<file path="config.mk">
export PLATFORM = sky130hd
export DESIGN_NAME = fanout_broadcast_buffer
export DESIGN_NICKNAME = d
export VERILOG_FILES = /design/src/rtl/fanout_pkg.sv /design/src/rtl/fanout_reg_fifo.sv /design/src/rtl/fanout_broadcast_buffer.sv
export SDC_FILE = /design/constraint.sdc
export NUM_CORES = 1
export LEC_CHECK = 0
export ABC_AREA = 0
export BUFFER_PORTS_ARGS = -buffer_cell sky130_fd_sc_hd__clkbuf_2
export CORE_MARGIN = 3
export CORE_UTILIZATION = 40
export CTS_BUF_LIST = sky130_fd_sc_hd__clkbuf_2 sky130_fd_sc_hd__clkbuf_4 sky130_fd_sc_hd__clkbuf_8
export DETAILED_ROUTE_END_ITERATION = 12
export PLACE_DENSITY = 0.64
export SLEW_MARGIN = 30
export SYNTH_ARGS = -nofsm -noshare
export SYNTH_HDL_FRONTEND = slang
export SYNTH_SLANG_ARGS = --single-unit
</file>
<file path="constraint.sdc">
create_clock -name clk -period 1.65 [get_ports clk]
set_clock_uncertainty 0.15 [all_clocks]
set_input_delay 0.33 -clock clk [delete_from_list [all_inputs] [get_ports clk]]
set_output_delay 0.33 -clock clk [all_outputs]
set_load 0.02 [all_outputs]
</file>
<file path="src/rtl/fanout_pkg.sv">
// Shared types, default sizes and sizing helpers for the fanout broadcast buffer.
package fanout_pkg;

  localparam int NUM_OUT_DEFAULT    = 6;
  localparam int DATA_WIDTH_DEFAULT = 17;
  localparam int DEPTH_DEFAULT      = 2;

  typedef logic [NUM_OUT_DEFAULT-1:0]    dest_mask_t;
  typedef logic [DATA_WIDTH_DEFAULT-1:0] token_t;

  // Pointer width; a single-entry buffer still gets a 1-bit pointer that never moves.
  function automatic int ptr_width(input int depth);
    return (depth > 1) ? $clog2(depth) : 1;
  endfunction

endpackage

</file>
<file path="src/rtl/fanout_reg_fifo.sv">
// Small register-based circular buffer: push at tail, pop at head, live head output.
module fanout_reg_fifo
  import fanout_pkg::*;
#(
  parameter int DATA_WIDTH = DATA_WIDTH_DEFAULT,
  parameter int DEPTH      = DEPTH_DEFAULT
) (
  input  logic                       clk,
  input  logic                       rst_n,
  input  logic                       flush,
  input  logic                       push,
  input  logic                       pop,
  input  logic [DATA_WIDTH-1:0]      push_data,
  output logic [DATA_WIDTH-1:0]      head_data,
  output logic [$clog2(DEPTH+1)-1:0] count,
  output logic                       full
);

  localparam int PW = ptr_width(DEPTH);
  localparam int CW = $clog2(DEPTH + 1);
  localparam logic [PW-1:0] LAST_PTR  = PW'(DEPTH - 1);
  localparam logic [CW-1:0] FULL_CNT  = CW'(DEPTH);

  logic [DATA_WIDTH-1:0] mem_reg [DEPTH];
  logic [PW-1:0]         wr_ptr_reg;
  logic [PW-1:0]         rd_ptr_reg;
  logic [CW-1:0]         count_reg;
  logic [PW-1:0]         wr_ptr_next;
  logic [PW-1:0]         rd_ptr_next;
  logic                  do_push;
  logic                  do_pop;

  assign full      = (count_reg == FULL_CNT);
  assign count     = count_reg;
  assign head_data = mem_reg[rd_ptr_reg];

  // Guard the strobes so an overflow or underflow request can never corrupt state.
  assign do_push = push & ~full;
  assign do_pop  = pop & (count_reg != '0);

  // Pointers wrap modulo DEPTH so non-power-of-two depths stay in range.
  assign wr_ptr_next = (wr_ptr_reg == LAST_PTR) ? '0 : wr_ptr_reg + 1'b1;
  assign rd_ptr_next = (rd_ptr_reg == LAST_PTR) ? '0 : rd_ptr_reg + 1'b1;

  // Pointer and occupancy tracking; flush wins over push and pop.
  always_ff @(posedge clk or negedge rst_n) begin
    if (!rst_n) begin
      wr_ptr_reg <= '0;
      rd_ptr_reg <= '0;
      count_reg  <= '0;
    end else if (flush) begin
      wr_ptr_reg <= '0;
      rd_ptr_reg <= '0;
      count_reg  <= '0;
    end else begin
      if (do_push) wr_ptr_reg <= wr_ptr_next;
      if (do_pop)  rd_ptr_reg <= rd_ptr_next;
      if (do_push && !do_pop)      count_reg <= count_reg + 1'b1;
      else if (do_pop && !do_push) count_reg <= count_reg - 1'b1;
    end
  end

  // Token storage; entries read back as zero after reset.
  always_ff @(posedge clk or negedge rst_n) begin
    if (!rst_n) begin
      for (int i = 0; i < DEPTH; i++) mem_reg[i] <= '0;
    end else if (do_push && !flush) begin
      mem_reg[wr_ptr_reg] <= push_data;
    end
  end

endmodule

</file>
<file path="src/rtl/fanout_broadcast_buffer.sv">
// Eager-fork broadcast buffer: each active destination takes the head once,
// and the head pops only when every active destination has taken it.
module fanout_broadcast_buffer
  import fanout_pkg::*;
#(
  parameter int DATA_WIDTH = DATA_WIDTH_DEFAULT,
  parameter int NUM_OUT    = NUM_OUT_DEFAULT,
  parameter int DEPTH      = DEPTH_DEFAULT
) (
  input  logic                  clk,
  input  logic                  rst_n,
  input  logic                  flush,
  input  logic [NUM_OUT-1:0]    dest_en,
  input  logic [NUM_OUT-1:0]    dest_sel,
  input  logic [DATA_WIDTH-1:0] in_data,
  input  logic                  in_valid,
  output logic                  in_ready,
  output logic [DATA_WIDTH-1:0] out_data,
  output logic [NUM_OUT-1:0]    out_valid,
  input  logic [NUM_OUT-1:0]    out_ready
);

  logic [$clog2(DEPTH+1)-1:0] count;
  logic                       full;
  logic                       not_empty;
  logic                       complete;
  logic [NUM_OUT-1:0]         active;
  logic [NUM_OUT-1:0]         fire;
  logic [NUM_OUT-1:0]         covered;
  logic [NUM_OUT-1:0]         done_reg;
  logic [NUM_OUT-1:0]         done_next;

  fanout_reg_fifo #(
    .DATA_WIDTH (DATA_WIDTH),
    .DEPTH      (DEPTH)
  ) u_fifo (
    .clk       (clk),
    .rst_n     (rst_n),
    .flush     (flush),
    .push      (in_valid & in_ready),
    .pop       (complete),
    .push_data (in_data),
    .head_data (out_data),
    .count     (count),
    .full      (full)
  );

  // in_ready comes from registered occupancy only, so no ready path runs through.
  assign in_ready  = ~full;
  assign not_empty = (count != '0);
  assign active    = dest_en & dest_sel;

  // Per-destination handshake; a destination no longer active counts as covered.
  for (genvar gi = 0; gi < NUM_OUT; gi++) begin : g_dest
    assign out_valid[gi] = not_empty & active[gi] & ~done_reg[gi];
    assign fire[gi]      = out_valid[gi] & out_ready[gi];
    assign covered[gi]   = done_reg[gi] | fire[gi] | ~active[gi];
  end

  // With no active destination every bit is covered, so the head drains as a sink.
  assign complete = not_empty & (&covered);

  // Delivery bookkeeping: clear on pop or flush, otherwise accumulate this cycle's fires.
  always_comb begin
    done_next = done_reg | fire;
    if (flush || complete) done_next = '0;
  end

  // Delivery-state register.
  always_ff @(posedge clk or negedge rst_n) begin
    if (!rst_n) done_reg <= '0;
    else        done_reg <= done_next;
  end

endmodule

</file>
==> flow_summary.toml <==
[status]
run_status = "finished with violations"
failing_checks = "setup timing"

[worst_setup_path]
crit_slowest_cell = "sky130_fd_sc_hd__dfrtp_2"
critPathMaxStageDelay_ns = 0.44
r2r_slack_ns = -0.14
regToRegStartpoint = "u_fifo.count[0]$_DFFE_PN0P_"
reg2regPathDepth = 7
critical_path_buf_inv_count = 2
end_of_the_worst_register_to_register_path = "u_fifo.mem_reg[17]$_DFFE_PN0P_"
worst_setup_path_end_kind = "output port"
crit_path_cell_trace = "buf_12 > mux2_2 > buf_6"
worstSetupPathType = "flip-flop to output port"
critical_path.startpoint_type = "flip-flop"
crit_required_ns = 1.17
timing.critical_path.arrival_ns = 1.38
timing.critical_path.max_delay_family = "flip-flops"
worstPathMaxFanout = 8

[power_and_ir_drop]
post-layout-total-power_w = 0.006209
ir_worst_vdd_mv = 1.324
p_leak_nw = 1.731
cellPowerDensity_nw_per_um2 = 1724

[global_routing]
grt_use_total_pct = 17.49
grt_max_degree = 45
grt_pass1_vias = 1808
grt-ovfl-total = 0
global_route_wire_length_before_repair_um = 8694
initial_antenna_violation_count = 0

[finish]
areaGrowthSynthToFinish_pct = 66.80
layout.core_utilization_pct = 69.64
final-seq-area_um2 = 1105
design.final.nets = 305
num-fill-cells = 351
post_route_cells_drive_above_1_share_pct = 73.41
insertedDiodeCount = 0
postLayoutCellArea_um2 = 3602
largest_register_ff_count = 34
area_taken_by_multi_input_logic_gates_um2 = 1339

[synthesis]
postSynthRegisterBits = 44
yosys-top-cells-area = "sky130_fd_sc_hd__dfrtp_1 (51%), sky130_fd_sc_hd__mux2_2 (27%), sky130_fd_sc_hd__nor3_1 (2.3%)"
yosysSeqAreaShare_pct = 50.98
synth.avg_cell_area_um2 = 13.41
synth_area_um2 = 2160
netlist.top_cell.by_area = "sky130_fd_sc_hd__dfrtp_1"
synth_cell_type_count = 32
synth_warnings = 0
area_fraction_of_the_dominant_cell_type_after_synthesis_pct = 50.98
syn_inst = 161
synthesis.nets = 200

[sta]
relSlewSlack_pct = 79.87
final.hold.worst_slack_ns = 0.1254
max_slew.worst_pin.slew_ns = 0.3019
final-max-slew-violation-count = 0
final.setup.worst_slack_ns = -0.2087
achievable-frequency_mhz = 538.0
final-setup-viol-count = 67
finalWorstPathRequiredPeriod_ns = 1.859
final_hold_fails = 0
setup_repair_after_global_routing_missed_its_margin = "yes"
min_period_over_period_pct = 112.6

[clock_tree]
clk_pin_slew_ns = 0.09
clock_tree_from_tritoncts = "yes"
htree_levels = 2
ctsRootBufferMaster = "sky130_fd_sc_hd__clkbuf_8"
cts_buffers = 5
clk_latency_ns = 0.29
clock_path_buffers = 2
numClockSinks = 44

[routing]
wirelength_met1_um = 2759
drt_drc_violations_left = 0
route.final.wire_length_um = 6248
post_drt_wl_per_cell_um = 18.54
detailroute.wirelength.met2_um = 3105
detailroute.via_count = 1740
firstDrtPassIters = 4
drtIter0Drc = 66
post_drt_via_cell_ratio = 5.163
ant_nets = 0
routed.top_layer = "met4"
met3WireLength_um = 325

[place]
finalWeightedCongestion = 0.8037
place_area_um2 = 2718
post-dp-hpwl_um = 3297
buffer_ports.inserted = 62

[floorplan]
dieWidth_um = 79.48
io_pins = 63
dieArea_um2 = 6316
core_um2 = 5172
die_h_um = 79.48
initial_standard_cell_utilization_of_the_core_pct = 41.75
std_cell_rows = 26

[hold_path]
hold_path_class = "primary input to flip-flop"
worst_hold_path.num_cells = 2
holdPathEnd = "u_fifo.mem_reg[10]$_DFFE_PN0P_"
hold_path.startpoint = "in_data[10]"

[job]
max_cap_viol_count = 0
-- Yosys cell counts, drive strengths merged --
| cell type | instances |
|---|---|
| a21oi | 3 |
| a31oi | 4 |
| a32oi | 1 |
| and2 | 1 |
| buf | 5 |
| clkbuf | 2 |
| dfrtp | 44 |
| mux2 | 52 |
| mux2i | 1 |
| nand2 | 5 |
| nand2b | 1 |
| nand3 | 1 |
| nand3b | 4 |
| nand4b | 1 |
| nor2 | 8 |
| nor2b | 2 |
| nor3 | 12 |
| nor4bb | 2 |
| o21a | 4 |
| o21ai | 1 |
| o21bai | 1 |
| o32ai | 2 |
| or3 | 2 |
| or4 | 1 |
| xor2 | 1 |
-- cell usage in the layout, fill, tap and decap left out, drive strengths merged, types with 2 or more instances in the layout --
master  count
nor2b       2
nor3       12
buf        62
nand2       5
o32ai       2
o21a        4
nor4bb      2
a21oi       3
a31oi       4
nand3b      4
nor2        8
clkbuf     47
mux2       52
dfrtp      44
or3         2
-- layout make-up --
class                   instances  share of cell area, %
clock inverters                 3                  1.181
multi-input cells             110                  37.17
repair buffers                105                  26.64
flip-flops and latches         44                  30.67
clock buffers                   5                  1.910
well taps                      70                  2.431
-- routing by layer --
layer | track usage, % | vias to the layer above
met5 | 0 | -
met4 | 4.639 | 0
met3 | 4.176 | 6
met2 | 29.13 | 49
met1 | 22.75 | 883
li1 | - | 802
-- power by group --
part | switching, W | internal [W]
clock network | 0.000370 | 0.000448
registers | 0.000331 | 0.00154
logic | 0.00137 | 0.00214
total | 0.00208 | 0.00413
-- kinds of logic (layout without fill, tap and decap cells) --
group,count (synthesis),after routing,synth area share (%)
mux,53,53,27.75
flops,44,44,50.99
simple gates,40,40,12.40
compound gates,16,16,6.257
buf+inv,7,113,2.202
xor+xnor,1,1,0.4056
-- how the worst max path moves through the flow --
stage | start | end | slack, ns | depth (start not counted)
2_1_floorplan | u_fifo.count[0]$_DFFE_PN0P_ | u_fifo.mem_reg[24]$_DFFE_PN0P_ | -0.15 | 6
3_3_place_gp | dest_sel[3] | u_fifo.rd_ptr_reg$_DFFE_PN0P_ | -0.16 | 5
3_5_place_dp | dest_sel[3] | u_fifo.rd_ptr_reg$_DFFE_PN0P_ | -0.15 | 5
4_1_cts | u_fifo.rd_ptr_reg$_DFFE_PN0P_ | out_data[1] | -0.20 | 3
5_1_grt | u_fifo.rd_ptr_reg$_DFFE_PN0P_ | out_data[7] | -0.24 | 3
6_report | u_fifo.rd_ptr_reg$_DFFE_PN0P_ | out_data[7] | -0.21 | 3
-- metrics by stage --
stage / std cells / TNS, ns / setup slack [ns]
6_report: 337 / -7.475 / -0.2087
5_1_grt: 337 / -10.14 / -0.2351
4_1_cts: 328 / -8.628 / -0.1996
3_5_place_dp: 306 / -4.440 / -0.1523
3_3_place_gp: 306 / -4.125 / -0.1562
2_1_floorplan: 161 / -1.760 / -0.1528
-- repair_timing --
item | 4_1_cts | 5_1_grt
pin swaps | 13 | 14
gates cloned | 3 | 3
setup buffers | 10 | 8
endpoints found under the setup margin | 67 | 67
hold buffers | 1 | 0
endpoints found under the hold margin | 44 | 0
gates resized for setup | 48 | 112
Power figures use the tool's default switching activity.
